`src/rtl/sprite_slot_if.sv`:
```
// Handshake bundle between the sprite slot scheduler and the sprite draw pipeline.
// The master side requests scans and accepts offered slots; the slave side is the scheduler.
interface sprite_slot_if;
    logic       start;
    logic [3:0] active;
    logic       ready;
    logic [1:0] selector;
    logic       valid;
    logic       busy;
    logic       done;
    logic [3:0] served_mask;
    logic       timeout_flag;

    modport master (
        output start, active, ready,
        input  selector, valid, busy, done, served_mask, timeout_flag
    );

    modport slave (
        input  start, active, ready,
        output selector, valid, busy, done, served_mask, timeout_flag
    );
endinterface

```
`src/rtl/sprite_slot_scheduler.sv`:
```
// Walks the enabled sprite slots in ascending order, settling the coordinate mux before
// offering each slot over valid/ready and skipping consumers that stall past the timeout.
module sprite_slot_scheduler #(
    parameter int NUM_SLOTS     = 4,
    parameter int SETTLE_CYCLES = 1,
    parameter int TIMEOUT       = 16
) (
    input logic          clk,
    input logic          reset,
    sprite_slot_if.slave bus
);
    localparam logic [1:0] S_IDLE   = 2'd0;
    localparam logic [1:0] S_SETTLE = 2'd1;
    localparam logic [1:0] S_OFFER  = 2'd2;
    localparam logic [1:0] S_DONE   = 2'd3;

    localparam logic [3:0] SETTLE_LAST = 4'(SETTLE_CYCLES - 1);
    localparam logic [7:0] WAIT_LAST   = 8'((TIMEOUT == 0) ? 0 : TIMEOUT - 1);
    localparam bit         HAS_TIMEOUT = (TIMEOUT != 0);

    logic [1:0] state;
    logic [3:0] active_q;
    logic [3:0] settle_cnt;
    logic [7:0] wait_cnt;
    logic [2:0] first_slot;
    logic [2:0] next_slot;
    logic       give_up;

    // Returns {found, index} of the lowest set bit of mask at or above position from.
    function automatic logic [2:0] lowest_from(input logic [3:0] mask, input logic [2:0] from);
        logic [2:0] res;
        res = 3'b000;
        for (int i = NUM_SLOTS - 1; i >= 0; i--) begin
            if (mask[i] && (i >= int'(from))) res = {1'b1, 2'(i)};
        end
        return res;
    endfunction

    assign first_slot = lowest_from(bus.active, 3'd0);
    assign next_slot  = lowest_from(active_q, {1'b0, bus.selector} + 3'd1);
    assign give_up    = HAS_TIMEOUT && (wait_cnt == WAIT_LAST);

    always_ff @(posedge clk) begin
        if (reset) begin
            state            <= S_IDLE;
            active_q         <= 4'd0;
            settle_cnt       <= 4'd0;
            wait_cnt         <= 8'd0;
            bus.selector     <= 2'd0;
            bus.valid        <= 1'b0;
            bus.busy         <= 1'b0;
            bus.done         <= 1'b0;
            bus.served_mask  <= 4'd0;
            bus.timeout_flag <= 1'b0;
        end else begin
            case (state)
                S_IDLE: begin
                    if (bus.start) begin
                        active_q         <= bus.active;
                        bus.served_mask  <= 4'd0;
                        bus.timeout_flag <= 1'b0;
                        if (first_slot[2]) begin
                            bus.selector <= first_slot[1:0];
                            settle_cnt   <= 4'd0;
                            bus.busy     <= 1'b1;
                            state        <= S_SETTLE;
                        end else begin
                            bus.done <= 1'b1;
                            state    <= S_DONE;
                        end
                    end
                end
                S_SETTLE: begin
                    if (settle_cnt == SETTLE_LAST) begin
                        wait_cnt  <= 8'd0;
                        bus.valid <= 1'b1;
                        state     <= S_OFFER;
                    end else begin
                        settle_cnt <= settle_cnt + 4'd1;
                    end
                end
                S_OFFER: begin
                    // An accept on the timeout edge wins over the skip.
                    if (bus.ready || give_up) begin
                        if (bus.ready) bus.served_mask[bus.selector] <= 1'b1;
                        else           bus.timeout_flag <= 1'b1;
                        bus.valid <= 1'b0;
                        if (next_slot[2]) begin
                            bus.selector <= next_slot[1:0];
                            settle_cnt   <= 4'd0;
                            state        <= S_SETTLE;
                        end else begin
                            bus.busy <= 1'b0;
                            bus.done <= 1'b1;
                            state    <= S_DONE;
                        end
                    end else if (wait_cnt != 8'hFF) begin
                        wait_cnt <= wait_cnt + 8'd1;
                    end
                end
                S_DONE: begin
                    bus.done <= 1'b0;
                    state    <= S_IDLE;
                end
                default: state <= S_IDLE;
            endcase
        end
    end
endmodule

```
`src/flat_wrapper.sv`:
```
// flat-port wrapper written by rule: the top's interface ports become plain ports
module sprite_slot_scheduler_flat 
#(
    parameter int NUM_SLOTS     = 4,
    parameter int SETTLE_CYCLES = 1,
    parameter int TIMEOUT       = 16
)
  (clk, reset, bus_start, bus_active, bus_ready, bus_selector, bus_valid, bus_busy, bus_done, bus_served_mask, bus_timeout_flag);
  sprite_slot_if bus_i ();
  input logic clk;
  input logic reset;
  input wire logic [$bits(bus_i.start)-1:0] bus_start;
  input wire logic [$bits(bus_i.active)-1:0] bus_active;
  input wire logic [$bits(bus_i.ready)-1:0] bus_ready;
  output wire logic [$bits(bus_i.selector)-1:0] bus_selector;
  output wire logic [$bits(bus_i.valid)-1:0] bus_valid;
  output wire logic [$bits(bus_i.busy)-1:0] bus_busy;
  output wire logic [$bits(bus_i.done)-1:0] bus_done;
  output wire logic [$bits(bus_i.served_mask)-1:0] bus_served_mask;
  output wire logic [$bits(bus_i.timeout_flag)-1:0] bus_timeout_flag;
  assign bus_i.start = bus_start;
  assign bus_i.active = bus_active;
  assign bus_i.ready = bus_ready;
  assign bus_selector = bus_i.selector;
  assign bus_valid = bus_i.valid;
  assign bus_busy = bus_i.busy;
  assign bus_done = bus_i.done;
  assign bus_served_mask = bus_i.served_mask;
  assign bus_timeout_flag = bus_i.timeout_flag;
  sprite_slot_scheduler #(.NUM_SLOTS(NUM_SLOTS), .SETTLE_CYCLES(SETTLE_CYCLES), .TIMEOUT(TIMEOUT)) u_core (.clk(clk), .reset(reset), .bus(bus_i));
endmodule
```
`config.mk`:
```
export PLATFORM = sky130hd
export DESIGN_NAME = sprite_slot_scheduler_flat
export DESIGN_NICKNAME = d
export VERILOG_FILES = /design/src/rtl/sprite_slot_if.sv /design/src/rtl/sprite_slot_scheduler.sv /design/src/flat_wrapper.sv
export SDC_FILE = /design/constraint.sdc
export NUM_CORES = 1
export LEC_CHECK = 0
export ABC_AREA = 1
export CAP_MARGIN = 40
export CORE_MARGIN = 2
export CORE_UTILIZATION = 45
export CTS_CLUSTER_DIAMETER = 120
export CTS_CLUSTER_SIZE = 16
export DETAILED_ROUTE_END_ITERATION = 8
export PLACE_DENSITY = 0.73
export SETUP_SLACK_MARGIN = 0.4
export SYNTH_ARGS = -nofsm -noshare
export SYNTH_HDL_FRONTEND = slang
export SYNTH_SLANG_ARGS = --single-unit
export TNS_END_PERCENT = 10
```
`constraint.sdc`:
```
create_clock -name clk -period 2 [get_ports clk]
set_input_delay 0.3 -clock clk [delete_from_list [all_inputs] [get_ports clk]]
set_output_delay 0.3 -clock clk [all_outputs]
set_load 0.01 [all_outputs]
```
==> flow_summary.ini, run 1 <==
[yosys]
postSynthAreaPerCell_sq_um = 6.78
synth.area.mux_share = 0
synth_cell_types = 31
synth_xor_area_frac = 0.0156
synth_top_family_by_area = simple AND/OR/NAND/NOR gates
synth_edf_count = 0
netlist_area_sq_um = 1680
synth_top_area_frac = 0.322
netlist_top_cells_area = dfxtp_1 (32%), nand2_1 (13%), nor2_1 (8.9%), nand3_1 (7.1%), a21oi_1 (5.4%)
ys.flop_type = dfxtp_1
yosys.area.top_type = dfxtp_1
ys_warn_count = 0
synth_compound_area_frac = 0.141
synthAdderAreaFrac = 0.0521
synthesis.nets = 263
synth-async-reset-ratio = 0
ys_seq_area_frac = 0.322
synth-simple-area-share = 0.395
syn-instance-count = 248
ys_ff_latch = 27

[layout]
drive_gt1_frac = 0.167
utilization = 0.557
syn_to_final_growth_pct = 20.4
finish.net_count = 285
finalInstanceArea_sq_um = 2020
regArea_sq_um = 546
fillers = 352
antennaDiodeCount = 0
multi_input_area_sq_um = 1070

[clock_tree]
clock-sinks = 27
ctsLongestPathBuffers = 2
clkTransAtPathRegs_ns = 0.10
post_cts_buffers = 0
cts_tree = yes
hold_buffers = 0
cts-htree-levels = 1
cts_buffers = 3
cts_root_buf = clkbuf_8
insertion_delay_ns = 0.28

[run_status]
status = finished clean

[global_route]
gr-total-overflow = 0
grtUsageTotal = 0.189
antenna_found_initial = 0
grt_pass1_vias = 1531
grt_max_degree = 17
grt_pass1_wl_mm = 6.46

[detailed_routing]
wire_per_inst_microns = 11.3
vias_per_cell = 5.00
dr.pass1.iters = 4
drt_iter0_drc = 74
ant_nets = 0
drt-total-wl_mm = 3.59
vias = 1585
drc = 0

[sta]
slew_viol_final = 0
rsz0062_at_grt = true
finalHoldViolations = 0
worst_pin_slew_ns = 0.316
clock.fmax_ghz = 0.633
period_share = 0.790
finalSetupTns_ns = 0
skew_ns = 0.00352
setup_viol = 0
post-route-min-period_ns = 1.58
relSlewSlack = 0.788

[worst_setup_path]
critical_path_arrival_ns = 1.28
crit_path_start_kind = flop
crit_chain = clkdlybuf4s50_1
critical_path_class = reg -> out
cp_max_fo = 6
max_stage_delay_ns = 0.57
cpLargestDelayFamily = buffers and inverters
critPathCaptureType = primary output
cp_slowest_cell = clkdlybuf4s50_1
crit_buf_inv = 1
required_ns = 1.70

[power]
total_power_mw = 2.71
irDropWorstVdd_uv = 808
p_leak_nw = 0.796
p_per_area_nw_per_um2 = 1340

[die]
initial_core_util = 0.462
core-area_sq_um = 3630
dieArea_sq_um = 4240
fp.dieH_microns = 65.1
rows = 22
io_pins = 18
die_w_microns = 65.1

[place]
postPlaceCellArea_sq_um = 1910
hpwlAfterDp_mm = 2.77
gp_congestion = 0.832
port_buffers = 17

[worst_hold_path]
hp-class = reg -> reg

[job]
drv_cap = 0
through the flow:
step / hold WS (ns) / setup WS [ns] / cells
final: 0.477 / 0.419 / 317
after global routing: 0.504 / 0.331 / 317
after floorplan: 0.369 / 0.540 / 248
after detailed placement: 0.457 / 0.226 / 313
after CTS: 0.482 / 0.323 / 317
after global placement: 0.456 / 0.206 / 313
layer usage:
metal | global-route usage | share of wire
met2 | 0.321 | 0.46
met3 | 0.0308 | 0.026
met4 | 0.0703 | 0.012
met1 | 0.243 | 0.50
met5 | 0 | 0
state kept, by name, summed over array words and instances (netlist names):
name                     flops
u_core.active_q              3
u_core.state                 2
u_core.settle_cnt            4
u_core.bus.busy              1
u_core.wait_cnt              8
u_core.bus.served_mask       4
u_core.bus.done              1
u_core.bus.timeout_flag      1
u_core.bus.valid             1
u_core.bus.selector          2
cell families (layout without fill, tap and decap cells):
family / after synthesis / in the layout
AO/OA/AOI/OAI: 41 / 41
flip-flops: 27 / 27
XOR/XNOR: 3 / 3
buffers and inverters: 30 / 51
adder cells (fa/ha/maj): 7 / 7
AND/OR/NAND/NOR: 140 / 140
cells in the final DEF (no fill, tap or decap), types with 5 or more instances in the layout:
cell / netlist / routed
a21oi_1: 18 / 18
a31oi_1: 6 / 6
clkdlybuf4s50_1: 0 / 17
dfxtp_1: 27 / 23
inv_1: 22 / 22
nand2_1: 56 / 56
nand3_1: 24 / 23
nor2_1: 40 / 36
nor2_4: 4 / 6
o21ai_0: 6 / 6
o21ai_1: 6 / 5
worst paths after layout:
kind                                                             start                                endpoint  slack, ns  depth (start not counted)
worst max-delay path               u_core.bus.selector[0]$_SDFFE_PP0P_                         bus_selector[0]       0.42                          1
worst min-delay path            u_core.bus.served_mask[1]$_SDFFE_PP0P_  u_core.bus.served_mask[1]$_SDFFE_PP0P_       0.48                          2
worst max register to register            u_core.state[0]$_SDFFE_PP0P_       u_core.settle_cnt[3]$_SDFFE_PP0P_       0.47                          9
worst min register to register  u_core.bus.served_mask[1]$_SDFFE_PP0P_  u_core.bus.served_mask[1]$_SDFFE_PP0P_       0.48                          2
synth_stat cells, types with 3 or more instances:
cell / number
nor2_1: 40
nor2_4: 4
inv_2: 4
nand3_1: 24
dfxtp_1: 27
a21oi_1: 18
ha_1: 7
nand2_1: 56
xor2_1: 3
o21ai_0: 6
nand2_2: 4
inv_1: 22
o21ai_1: 6
a31oi_1: 6
where the power goes:
part           internal [mW]  leakage (nW)  total, mW  switching, mW
logic                  0.627         0.552       1.59          0.961
clock network          0.142        0.0217      0.326          0.185
registers              0.680         0.222      0.793          0.113
layout make-up:
type / count / share of cell area
repair buffers: 21 / 0.0989
inverters: 26 / 0.0495
clock inverters: 1 / 0.00371
multi-input cells: 191 / 0.528
clock buffers: 3 / 0.0204
flip-flops and latches: 27 / 0.270
well taps: 48 / 0.0297
repair_timing:
action                                  4_1_cts  5_1_grt
endpoints found under the hold margin         0        0
endpoints found under the setup margin       14       26
pin swaps                                     0        1
resized for setup                             2       17
Power figures use the tool's default switching activity.
==> run 2: changes to the inputs <==
- clock period: 2 -> 1.55 ns (I/O delays scaled with it)
==> flow_summary.ini, run 2 (synthesis gave the netlist of run 1 again) <==
[run_status]
status = finished clean

[detailed_routing]
dr.pass1.iters = 4
ant_nets = 0
drt-total-wl_mm = 4.08
drc = 0
wire_per_inst_microns = 12.2
vias = 1673
drt_iter0_drc = 87
vias_per_cell = 5.02

[layout]
syn_to_final_growth_pct = 35.8
mostFrequentLayoutCell = nand2_1
largest_reg_flops = 8
mostFrequentLayoutCells = nand2_1 (54), nor2_1 (32), nand3_1 (20)
top_regs = u_core.wait_cnt: 8 flops, u_core.bus.served_mask: 4 flops, u_core.settle_cnt: 4 flops
antennaDiodeCount = 0
utilization = 0.628
largest_register = u_core.wait_cnt
finalInstanceArea_sq_um = 2280
finish.net_count = 301
drive_gt1_frac = 0.274

[worst_setup_path]
cp_max_fo = 2
crit_chain = clkdlybuf4s50_1
cpLargestDelayFamily = buffers and inverters
critical_path_arrival_ns = 1.16
max_stage_delay_ns = 0.53
cp_slowest_cell = clkdlybuf4s50_1
required_ns = 1.32
crit_buf_inv = 1
critical_path_class = reg -> out
critPathCaptureType = primary output
crit_path_start_kind = flop

[sta]
setup_viol = 0
skew_ns = 0.00727
rsz0062_at_grt = true
finalSetupTns_ns = 0
relSlewSlack = 0.824
worst_pin_slew_ns = 0.264
finalHoldViolations = 0
clock.fmax_ghz = 0.717
slew_viol_final = 0
whs_ns = 0.477
post-route-min-period_ns = 1.40
period_share = 0.900

[power]
p_per_area_nw_per_um2 = 1790
p_leak_nw = 0.924
irDropWorstVdd_uv = 1150

[place]
hpwlAfterDp_mm = 2.93
gp_congestion = 0.812
postPlaceCellArea_sq_um = 2090
port_buffers = 17

[global_route]
grtUsageTotal = 0.208
grt_max_degree = 16
grt_pass1_wl_mm = 6.95
gr-total-overflow = 0
grt_pass1_vias = 1571
antenna_found_initial = 0

[worst_hold_path]
hp-class = reg -> reg

[die]
io_pins = 18
core-area_sq_um = 3630
fp.dieH_microns = 65.1
rows = 22
initial_core_util = 0.462
dieArea_sq_um = 4240
die_w_microns = 65.1

[clock_tree]
cts-htree-levels = 1
cts_buffers = 3
cts_root_buf = clkbuf_8
clock-sinks = 27
clkTransAtPathRegs_ns = 0.09
cts_tree = yes
insertion_delay_ns = 0.28
ctsLongestPathBuffers = 2

[job]
drv_cap = 0
==> run 2: changes by cell type in the layout (fill, tap and decap cells not counted), moves of 4 or more <==
cell | before | now
buf_4 | 4 | 15
inv_1 | 22 | 18
buf_6 | 0 | 4
dfxtp_1 | 23 | 19
nor2_1 | 36 | 32
==> run 2: routing by layer <==
metal | part of all wire | GRT usage
met1 | 0.46 | 0.259
met2 | 0.50 | 0.366
met3 | 0.026 | 0.0257
met4 | 0.019 | 0.0807
met5 | 0 | 0
==> run 2: stage by stage <==
step	setup WS, ns	power (mW)	std cells
after floorplan	0.222	2.62	248
after global placement	-0.0705	3.25	323
after detailed placement	-0.0881	3.27	323
after CTS	0.147	3.94	332
after global routing	0.0440	4.39	333
final	0.155	4.08	333
==> run 2: tightest hold or removal path, stage by stage, from the launching register on <==
cell	delay (ns)
dfxtp_1	0.33
a21oi_1	0.04
nor2_1	0.07
==> run 2: where the power goes <==
part / internal, mW / switching, mW / total, mW
clock network: 0.181 / 0.226 / 0.407
logic: 1.16 / 1.47 / 2.62
registers: 0.896 / 0.152 / 1.05
total: 2.23 / 1.84 / 4.08
==> run 2: area by class of cell <==
class,instances,area [sq um]
clock buffer,3,41.3
tap,48,60.1
inverter,26,108
sequential,27,558
fill,327,1350
timing repair buffer,37,345
multi-input combinational,191,1160
clock inverter,1,5.00
==> run 2: path summary, 6_finish.rpt <==
check                                              start                                      to  slack, ns  depth (start not counted)
setup reg to reg         u_core.wait_cnt[0]$_SDFFE_PP0P_         u_core.wait_cnt[0]$_SDFFE_PP0P_       0.15                          9
hold / removal    u_core.bus.served_mask[0]$_SDFFE_PP0P_  u_core.bus.served_mask[0]$_SDFFE_PP0P_       0.48                          2
hold reg to reg   u_core.bus.served_mask[0]$_SDFFE_PP0P_  u_core.bus.served_mask[0]$_SDFFE_PP0P_       0.48                          2
setup / recovery    u_core.bus.timeout_flag$_SDFFE_PP0P_                        bus_timeout_flag       0.15                          1
==> run 2: timing repair <==
item / 4_1_cts / 5_1_grt
setup buffers: 5 / 1
hold buffers: 0 / 0
setup endpoints to repair: 34 / 37
pin swaps: 7 / 3
resized for setup: 24 / 9
gates cloned: 0 / 0
==> run 3: changes to the inputs <==
- CTS_CLUSTER_SIZE: 16 -> default
==> results of run 3 <==
No change in the layout: final DEF, timing and power equal those of run 2.
